==> src/rtl/sram_stream_pkg.sv <==
// Shared definitions for the SRAM read streamer: FSM state encoding and
// elastic-buffer sizing.
package sram_stream_pkg;
  localparam int RD_FIFO_DEPTH = 2;
  localparam int RD_CNT_W      = $clog2(RD_FIFO_DEPTH + 1);

  typedef logic [1:0] state_t;
  localparam state_t IDLE  = 2'd0;
  localparam state_t RUN   = 2'd1;
  localparam state_t DRAIN = 2'd2;
endpackage

==> src/rtl/sram_rd_fifo2.sv <==
// Two-entry elastic buffer holding {last, data} beats returned by the SRAM.
module sram_rd_fifo2
  import sram_stream_pkg::*;
#(
  parameter int W = 129
) (
  input  logic                clk,
  input  logic                rst_n,
  input  logic                push,
  input  logic [W-1:0]        din,
  input  logic                pop,
  output logic [W-1:0]        dout,
  output logic [RD_CNT_W-1:0] cnt
);
  logic [RD_FIFO_DEPTH-1:0][W-1:0] mem;
  logic                            rd_ptr, wr_ptr;

  always_ff @(posedge clk or negedge rst_n) begin
    if (!rst_n) begin
      mem    <= '0;
      rd_ptr <= 1'b0;
      wr_ptr <= 1'b0;
      cnt    <= '0;
    end else begin
      if (push) begin
        mem[wr_ptr] <= din;
        wr_ptr      <= ~wr_ptr;
      end
      if (pop) rd_ptr <= ~rd_ptr;
      cnt <= cnt + RD_CNT_W'(push) - RD_CNT_W'(pop);
    end
  end

  assign dout = mem[rd_ptr];
endmodule

==> src/rtl/sram_rd_streamer.sv <==
// Streams (base, len[, stride]) SRAM reads into a valid/ready stream; DMA writes
// own the port when present. Optional SRAM_RD_STRIDE_EN adds a per-command stride.
module sram_rd_streamer
  import sram_stream_pkg::*;
#(
  parameter int DATA_WIDTH = 128,
  parameter int DEPTH      = 2048,
  parameter int ADDR_WIDTH = $clog2(DEPTH),
  parameter int LEN_WIDTH  = ADDR_WIDTH + 1
) (
  input  logic                  clk,
  input  logic                  rst_n,
  input  logic                  cmd_valid,
  output logic                  cmd_ready,
  input  logic [ADDR_WIDTH-1:0] cmd_base,
  input  logic [LEN_WIDTH-1:0]  cmd_len,
`ifdef SRAM_RD_STRIDE_EN
  input  logic [ADDR_WIDTH-1:0] cmd_stride,
`endif
  output logic                  busy,
  output logic                  done,
  input  logic                  wr_valid,
  output logic                  wr_ready,
  input  logic [ADDR_WIDTH-1:0] wr_addr,
  input  logic [DATA_WIDTH-1:0] wr_data,
  output logic                  m_valid,
  input  logic                  m_ready,
  output logic [DATA_WIDTH-1:0] m_data,
  output logic                  m_last,
  output logic                  sram_en,
  output logic                  sram_we,
  output logic [ADDR_WIDTH-1:0] sram_addr,
  output logic [DATA_WIDTH-1:0] sram_wdata,
  input  logic [DATA_WIDTH-1:0] sram_rdata
);
  localparam logic [ADDR_WIDTH:0] DEPTH_W = (ADDR_WIDTH+1)'(DEPTH);

  state_t                  state;
  logic [ADDR_WIDTH-1:0]   cur_addr, addr_nxt, step;
  logic [ADDR_WIDTH:0]     addr_sum;
  logic [LEN_WIDTH-1:0]    remaining;
  logic                    inflight, last_q, pop, rd_issue;
  logic [RD_CNT_W-1:0]     fifo_cnt;
  logic [DATA_WIDTH:0]     fifo_dout;

`ifdef SRAM_RD_STRIDE_EN
  always_ff @(posedge clk or negedge rst_n) begin
    if (!rst_n)
      step <= '0;
    else if (cmd_valid && cmd_ready)
      step <= ({1'b0, cmd_stride} >= DEPTH_W) ? ADDR_WIDTH'({1'b0, cmd_stride} - DEPTH_W)
                                               : cmd_stride;
  end
`else
  assign step = ADDR_WIDTH'(1);
`endif

  // Address advance wraps modulo DEPTH, which also covers non-power-of-2 depths.
  assign addr_sum = {1'b0, cur_addr} + {1'b0, step};
  assign addr_nxt = (addr_sum >= DEPTH_W) ? ADDR_WIDTH'(addr_sum - DEPTH_W)
                                          : addr_sum[ADDR_WIDTH-1:0];

  // Issue only when the beat is guaranteed a FIFO slot, counting the read in flight.
  always_comb begin
    pop      = m_valid & m_ready;
    rd_issue = !wr_valid && (state == RUN) && (remaining != '0) &&
               (({1'b0, fifo_cnt} + {2'b0, inflight} - {2'b0, pop}) < 3'd2);
  end

  always_ff @(posedge clk or negedge rst_n) begin
    if (!rst_n) begin
      state     <= IDLE;
      cur_addr  <= '0;
      remaining <= '0;
      inflight  <= 1'b0;
      last_q    <= 1'b0;
      done      <= 1'b0;
    end else begin
      done     <= 1'b0;
      inflight <= rd_issue;
      if (rd_issue) begin
        last_q    <= (remaining == LEN_WIDTH'(1));
        cur_addr  <= addr_nxt;
        remaining <= remaining - LEN_WIDTH'(1);
      end
      case (state)
        IDLE: if (cmd_valid) begin
          cur_addr  <= cmd_base;
          remaining <= cmd_len;
          if (cmd_len == '0) done  <= 1'b1;
          else               state <= RUN;
        end
        RUN: if (rd_issue && remaining == LEN_WIDTH'(1)) state <= DRAIN;
        // Finish on the edge that pops the final beat so done lands right after it.
        DRAIN: if (!inflight && fifo_cnt == RD_CNT_W'(pop)) begin
          state <= IDLE;
          done  <= 1'b1;
        end
        default: state <= IDLE;
      endcase
    end
  end

  sram_rd_fifo2 #(.W(DATA_WIDTH + 1)) u_fifo (
    .clk   (clk),
    .rst_n (rst_n),
    .push  (inflight),
    .din   ({last_q, sram_rdata}),
    .pop   (pop),
    .dout  (fifo_dout),
    .cnt   (fifo_cnt)
  );

  assign {m_last, m_data} = fifo_dout;
  assign m_valid    = (fifo_cnt != '0);
  assign cmd_ready  = (state == IDLE);
  assign busy       = (state != IDLE);
  assign wr_ready   = 1'b1;
  assign sram_en    = wr_valid | rd_issue;
  assign sram_we    = wr_valid;
  assign sram_addr  = wr_valid ? wr_addr : (rd_issue ? cur_addr : '0);
  assign sram_wdata = wr_valid ? wr_data : '0;
endmodule

==> config.mk <==
export PLATFORM = sky130hd
export DESIGN_NAME = sram_rd_streamer
export DESIGN_NICKNAME = d
export VERILOG_FILES = /design/src/rtl/sram_stream_pkg.sv /design/src/rtl/sram_rd_fifo2.sv /design/src/rtl/sram_rd_streamer.sv
export SDC_FILE = /design/constraint.sdc
export NUM_CORES = 1
export LEC_CHECK = 0
export CAP_MARGIN = 0
export CORE_AREA = 2 2 221 223
export CTS_CLUSTER_SIZE = 8
export DETAILED_ROUTE_END_ITERATION = 10
export DIE_AREA = 0 0 223 225
export PLACE_DENSITY_LB_ADDON = 0.3
export SKIP_CTS_REPAIR_TIMING = 1
export SYNTH_ARGS = -nofsm -noshare
export SYNTH_HDL_FRONTEND = slang
export SYNTH_SLANG_ARGS = --single-unit
==> constraint.sdc <==
create_clock -name clk -period 8.79 [get_ports clk]
set_clock_uncertainty 0.2 [all_clocks]
set_input_delay 0.879 -clock clk [delete_from_list [all_inputs] [get_ports clk]]
set_output_delay 0.879 -clock clk [all_outputs]
set_load 0.02 [all_outputs]
==> results of run 1 <==
-- placed cells by master, fill, tap and decap left out, types with 2 or more instances in the layout --
cell             instances
a31oi_1                 18
buf_4                    8
nor3_1                   2
or2_2                    2
or3_1                    5
mux2_2                 387
and3_1                   2
and2_1                 134
inv_1                    8
xor2_1                   3
a21oi_1                  4
nor2_1                  24
a22o_1                  11
nand2_1                 11
and4_1                   2
dfrtp_1                289
nand3_1                 15
nand4_1                  2
ha_1                     5
nor4_1                   6
o31ai_1                 11
nand2b_1                 3
o21ai_0                  9
a22oi_1                  2
diode_2                 21
or4_1                   16
or3b_2                   2
clkbuf_16               43
clkbuf_8                 3
clkdlybuf4s50_1        566
-- stage by stage --
stage                     worst slack [ns]  total power (W)
after floorplan                      4.426         0.004432
final                                2.453         0.007469
after CTS                            2.487         0.007560
after global routing                 2.211         0.007861
after global placement               2.644         0.005941
after detailed placement             2.520         0.006028
-- worst max-delay path, cell delays in order --
cell and delay, ns:
clkdlybuf4s50_1 0.40, and2_1 0.16, ha_1 0.28, inv_1 0.05, ha_1 0.18, fa_1 0.50, nor4b_4 0.44, nand2_1 0.42
nor2_1 1.04, a22o_1 0.26, clkdlybuf4s50_1 0.64
-- registers in the layout (all words and copies together), names as in the netlist --
name and cells:
u_fifo.mem 258, remaining 12, cur_addr 11, state 2, u_fifo.cnt 2, done 1
inflight 1, last_q 1, u_fifo.rd_ptr 1, u_fifo.wr_ptr 1
-- cell families (layout without fill, tap and decap cells) --
kind of cell               after synthesis  in the layout  share of synthesized area
and+or+nand+nor                        235            235                     0.1026
adders and majority gates                6              6                   0.005957
buffers and inverters                   79            633                    0.02220
other                                    1             22                  0.0002705
xor gates and xnor gates                 3              3                   0.001896
DFF                                    290            290                     0.5235
AOI/OAI and AO/OA                       59             59                    0.02924
muxes                                  387            387                     0.3144
-- path summary, 6_finish.rpt --
| path | slack, ns | cells past startpoint | from | to |
|---|---|---|---|---|
| max | 2.45 | 11 | m_ready | sram_addr[8] |
| min | 0.25 | 1 | rst_n | u_fifo.mem[19]$_DFFE_PN0P_ |
| max reg2reg | 4.67 | 10 | u_fifo.cnt[1]$_DFF_PN0_ | inflight$_DFF_PN0_ |
| min reg2reg | 0.30 | 1 | u_fifo.mem[235]$_DFFE_PN0P_ | u_fifo.mem[235]$_DFFE_PN0P_ |
| max in group asynchronous | 6.57 | 2 | rst_n | u_fifo.mem[91]$_DFFE_PN0P_ |
| min in group clk | 0.30 | 1 | u_fifo.mem[235]$_DFFE_PN0P_ | u_fifo.mem[235]$_DFFE_PN0P_ |
-- power by group through the flow --
stage	clock, W	sequential (W)	combinational, W
finish	0.00147	0.00240	0.00361
global route	0.00157	0.00248	0.00381
floorplan	0	0.00224	0.00219
CTS	0.00152	0.00240	0.00364
global placement	0	0.00236	0.00358
detailed placement	0	0.00241	0.00362
-- per-layer routing --
metal	vias up	share of wire	GRT usage
met3	115	0.083	0.07666
met4	2	0.054	0.1479
met5	-	0.00025	0
met2	462	0.49	0.3615
met1	5594	0.37	0.2414
li1	4883	-	-
-- final cells by class --
cell class                      count  share of cell area
Sequential cell                   290              0.3403
Multi-Input combinational cell    691              0.2959
Timing Repair Buffer              576              0.2700
Clock buffer                       47             0.05254
Tap cell                          615             0.03606
Antenna cell                       21            0.002463
Inverter                            8            0.001407
Clock inverter                      2            0.001349
==> flow_summary.ini, run 1 <==
[status]
outcome = complete, no violations

[logic_synthesis]
synthFlopType = dfrtp_1
async_flop_share = 1.000
yosysMostFrequentCell = mux2_2
yosys-top-cells-count = mux2_2 (387), dfrtp_1 (290), and2_1 (134)
avgSynthCellArea_um2 = 13.08
synth-seq-cells = 290
syn_area_mm2 = 0.01386
yosys.cell_types.count = 43
ys_warn_count = 0
netlist.area_leader.share = 0.5235
syn_inst = 1060
synth_area_leaders = dfrtp_1 (52%), mux2_2 (31%), and2_1 (6.0%)
synth_fp_nets = 1361
yosysTopAreaCell = dfrtp_1
yosysSeqAreaShare = 0.5235
synth_edf_count = 0

[placement]
dp.final_hpwl_um = 42280
portBuffers = 568
place_inst = 2180
dpl_cell_area_mm2 = 0.02013
place_congestion = 0.9311

[power_and_ir_drop]
p_seq_frac = 0.321
p_switching_w = 0.002610
peakVddDrop_v = 0.0001531
internal_power_w = 0.004859
p_leak_nw = 8.526
power.density_mw_per_mm2 = 350.1
p_comb_frac = 0.483
pwr-share-clk = 0.196
swShare = 0.3494

[sta]
max_slew_margin = 0.1814
worst_slew_pin_slew_ns = 1.223
hold_ws_ns = 0.2518
min_period_ns = 6.337
drv_slew = 0
setup_viol = 0
grt_setup_unrepaired = false
fin_tns_setup_ns = 0
hold_viol = 0
period_share = 0.7209
max_freq_ghz = 0.1578

[layout]
multi_input_comb_area_mm2 = 0.006314
fin_cells = 2250
fillers = 4371
area.sequential_mm2 = 0.007261
layout-drive-gt1-share = 0.2825
fin_util = 0.4488
area_growth_pct = 53.91
fin_area_mm2 = 0.02134
nNetsFinal = 1910

[worst_hold_path]
hold_class = primary input to async pin

[global_routing]
grt_pass1_vias = 11930
grt_pass1_wl_um = 81100
grt.overflow.total = 0
grt_max_degree = 165
groute.usage.overall = 0.2201
antenna_found_initial = 25

[cts]
cts.sinks = 290
clk_pin_slew_ns = 0.05
cts_tree = done
htree_levels = 2
clk_path_buf_depth = 3
worstSkewPairLatency_ns = 0.55
cts-buffers-inserted = 42
cts_root_buf = clkbuf_16

[critical_path]
end_kind = primary output
cp_data_arrival_time_ns = 5.26
critical_path_class = primary input to primary output
cp-start-kind = primary input
cp_max_fo = 17
cp.required_ns = 7.71

[drt]
via_count = 11060
first_pass_iters = 5
ant_nets = 0
viasPerCell = 4.914
drc = 0
wirelength_um = 56560
avgRoutedWirePerCell_um = 25.14
drt_iter0_drc = 570

[die]
ioPinCount = 570
initial_utilization = 0.2916
die-area_mm2 = 0.05018
die_height_um = 225
row_count = 80
die_w_um = 223
core_area_mm2 = 0.04755

[job]
maxCapViolations = 0
No activity file was read; power rests on OpenSTA's default activity.
==> run 2, diff against run 1 <==
- CORE_AREA: 2 2 221 223 -> 2 2 222 224
- DIE_AREA: 0 0 223 225 -> 0 0 224 226
- clock period: 8.79 -> 5.7 ns (I/O delays scaled with it)
==> flow_summary.ini, run 2 (same netlist as run 1, synthesis figures left out) <==
[placement]
place_ws_ns = 1.046
portBuffers = 568
dp.final_hpwl_um = 43340
place_congestion = 0.9601

[drt]
wirelength_um = 57340
first_pass_iters = 5
ant_nets = 0
drc = 0
via_count = 11050
drt_iter0_drc = 555
avgRoutedWirePerCell_um = 25.37
viasPerCell = 4.891

[layout]
fillers = 4501
largest_reg_flops = 258
nNetsFinal = 1916
final_common_cell = clkdlybuf4s50_1
fin_util = 0.4423
top_register = u_fifo.mem
area_growth_pct = 54.23
layout-drive-gt1-share = 0.2838
top_regs = u_fifo.mem: 258 flops, remaining: 12 flops, cur_addr: 11 flops
mostFrequentLayoutCells = clkdlybuf4s50_1 (566), mux2_2 (387), dfrtp_1 (289)

[sta]
max_freq_ghz = 0.2038
setup_viol = 0
hold_viol = 0
fin_ws_ns = 0.7928
worst_slew_pin_slew_ns = 0.9060
fin_tns_setup_ns = 0
grt_setup_unrepaired = false
min_period_ns = 4.907
drv_slew = 0
period_share = 0.8609
max_slew_margin = 0.3960

[die]
die_w_um = 224
core_area_mm2 = 0.04834
initial_utilization = 0.2868
ioPinCount = 570
die-area_mm2 = 0.05062
row_count = 81
die_height_um = 226

[cts]
cts.sinks = 290
clk_path_buf_depth = 3
cts_root_buf = clkbuf_16
clk_pin_slew_ns = 0.05
htree_levels = 2
worstSkewPairLatency_ns = 0.55
cts-buffers-inserted = 42
cts_tree = done

[power_and_ir_drop]
p_leak_nw = 8.547
power.density_mw_per_mm2 = 535.5
p_total_w = 0.01145
peakVddDrop_v = 0.0003171

[global_routing]
grt.overflow.total = 0
grt_pass1_vias = 11730
antenna_found_initial = 35
groute.usage.overall = 0.2234
grt_pass1_wl_um = 82120
grt_max_degree = 140

[status]
outcome = complete, no violations

[critical_path]
cp.required_ns = 4.93
critical_path_class = flop to primary output
cp-start-kind = flop
end_kind = primary output
cp_max_fo = 8
cp_data_arrival_time_ns = 4.14

[job]
maxCapViolations = 0

[worst_hold_path]
hold_class = flop to flop
-- run 2: cell count changes in the layout (fill, tap and decap cells not counted), sizes merged --
cell | previous run | this run
dlygate4sd3 | 0 | 1
clkinv | 0 | 1
diode | 21 | 17
buf | 10 | 15
-- run 2: critical path, cell delays in order (launching register included) --
cell	delay [ns]
dfrtp_1	0.40
inv_1	0.11
nand2_1	0.07
and2_1	0.18
ha_1	0.28
inv_1	0.05
ha_1	0.19
fa_1	0.51
nor4b_4	0.50
nand2_1	0.14
nor2_1	0.17
buf_4	0.19
a22o_1	0.19
clkdlybuf4s50_1	0.62
-- run 2: layer usage --
layer	wire length, µm	global-route usage
met5	26	0
met4	2479	0.1017
met3	5144	0.08106
met2	28050	0.3807
met1	21640	0.2497
-- run 2: final timing paths --
path / from / to / slack [ns] / cells after the start
min in group asynchronous: rst_n / u_fifo.mem[139]$_DFFE_PN0P_ / 0.50 / 2
max reg2reg: u_fifo.cnt[1]$_DFF_PN0_ / cur_addr[7]$_DFF_PN0_ / 1.98 / 11
min: u_fifo.mem[247]$_DFFE_PN0P_ / u_fifo.mem[247]$_DFFE_PN0P_ / 0.30 / 1
min reg2reg: u_fifo.mem[247]$_DFFE_PN0P_ / u_fifo.mem[247]$_DFFE_PN0P_ / 0.30 / 1
max: u_fifo.cnt[1]$_DFF_PN0_ / sram_addr[1] / 0.79 / 13
max in group asynchronous: rst_n / u_fifo.mem[202]$_DFFE_PN0P_ / 3.55 / 3
-- run 2: stage by stage --
stage | instances | area (µm²) | hold slack [ns]
2_1_floorplan | 1060 | 13860 | 0.07441
3_3_place_gp | 2192 | 20210 | 0.2806
3_5_place_dp | 2192 | 20210 | 0.2869
4_1_cts | 2242 | 21330 | -0.09333
5_1_grt | 2256 | 21370 | 0.3067
6_report | 2260 | 21380 | 0.2956
-- run 2: final cells by class --
| class | count | area, µm² | area share |
|---|---|---|---|
| timing repair buffer | 582 | 5833 | 0.2728 |
| multi-input combinational | 691 | 6314 | 0.2953 |
| antenna | 17 | 42.54 | 0.001990 |
| tap | 622 | 778.2 | 0.03640 |
| inverter | 8 | 30.03 | 0.001404 |
| sequential | 290 | 7261 | 0.3396 |
| clock buffer | 47 | 1090 | 0.05097 |
| clock inverter | 3 | 33.78 | 0.001580 |
-- run 2: report_power, final --
part	total [W]	switching [W]	internal (W)
registers	0.00369	0.000608	0.00308
clock network	0.00222	0.000884	0.00133
logic	0.00555	0.00247	0.00308
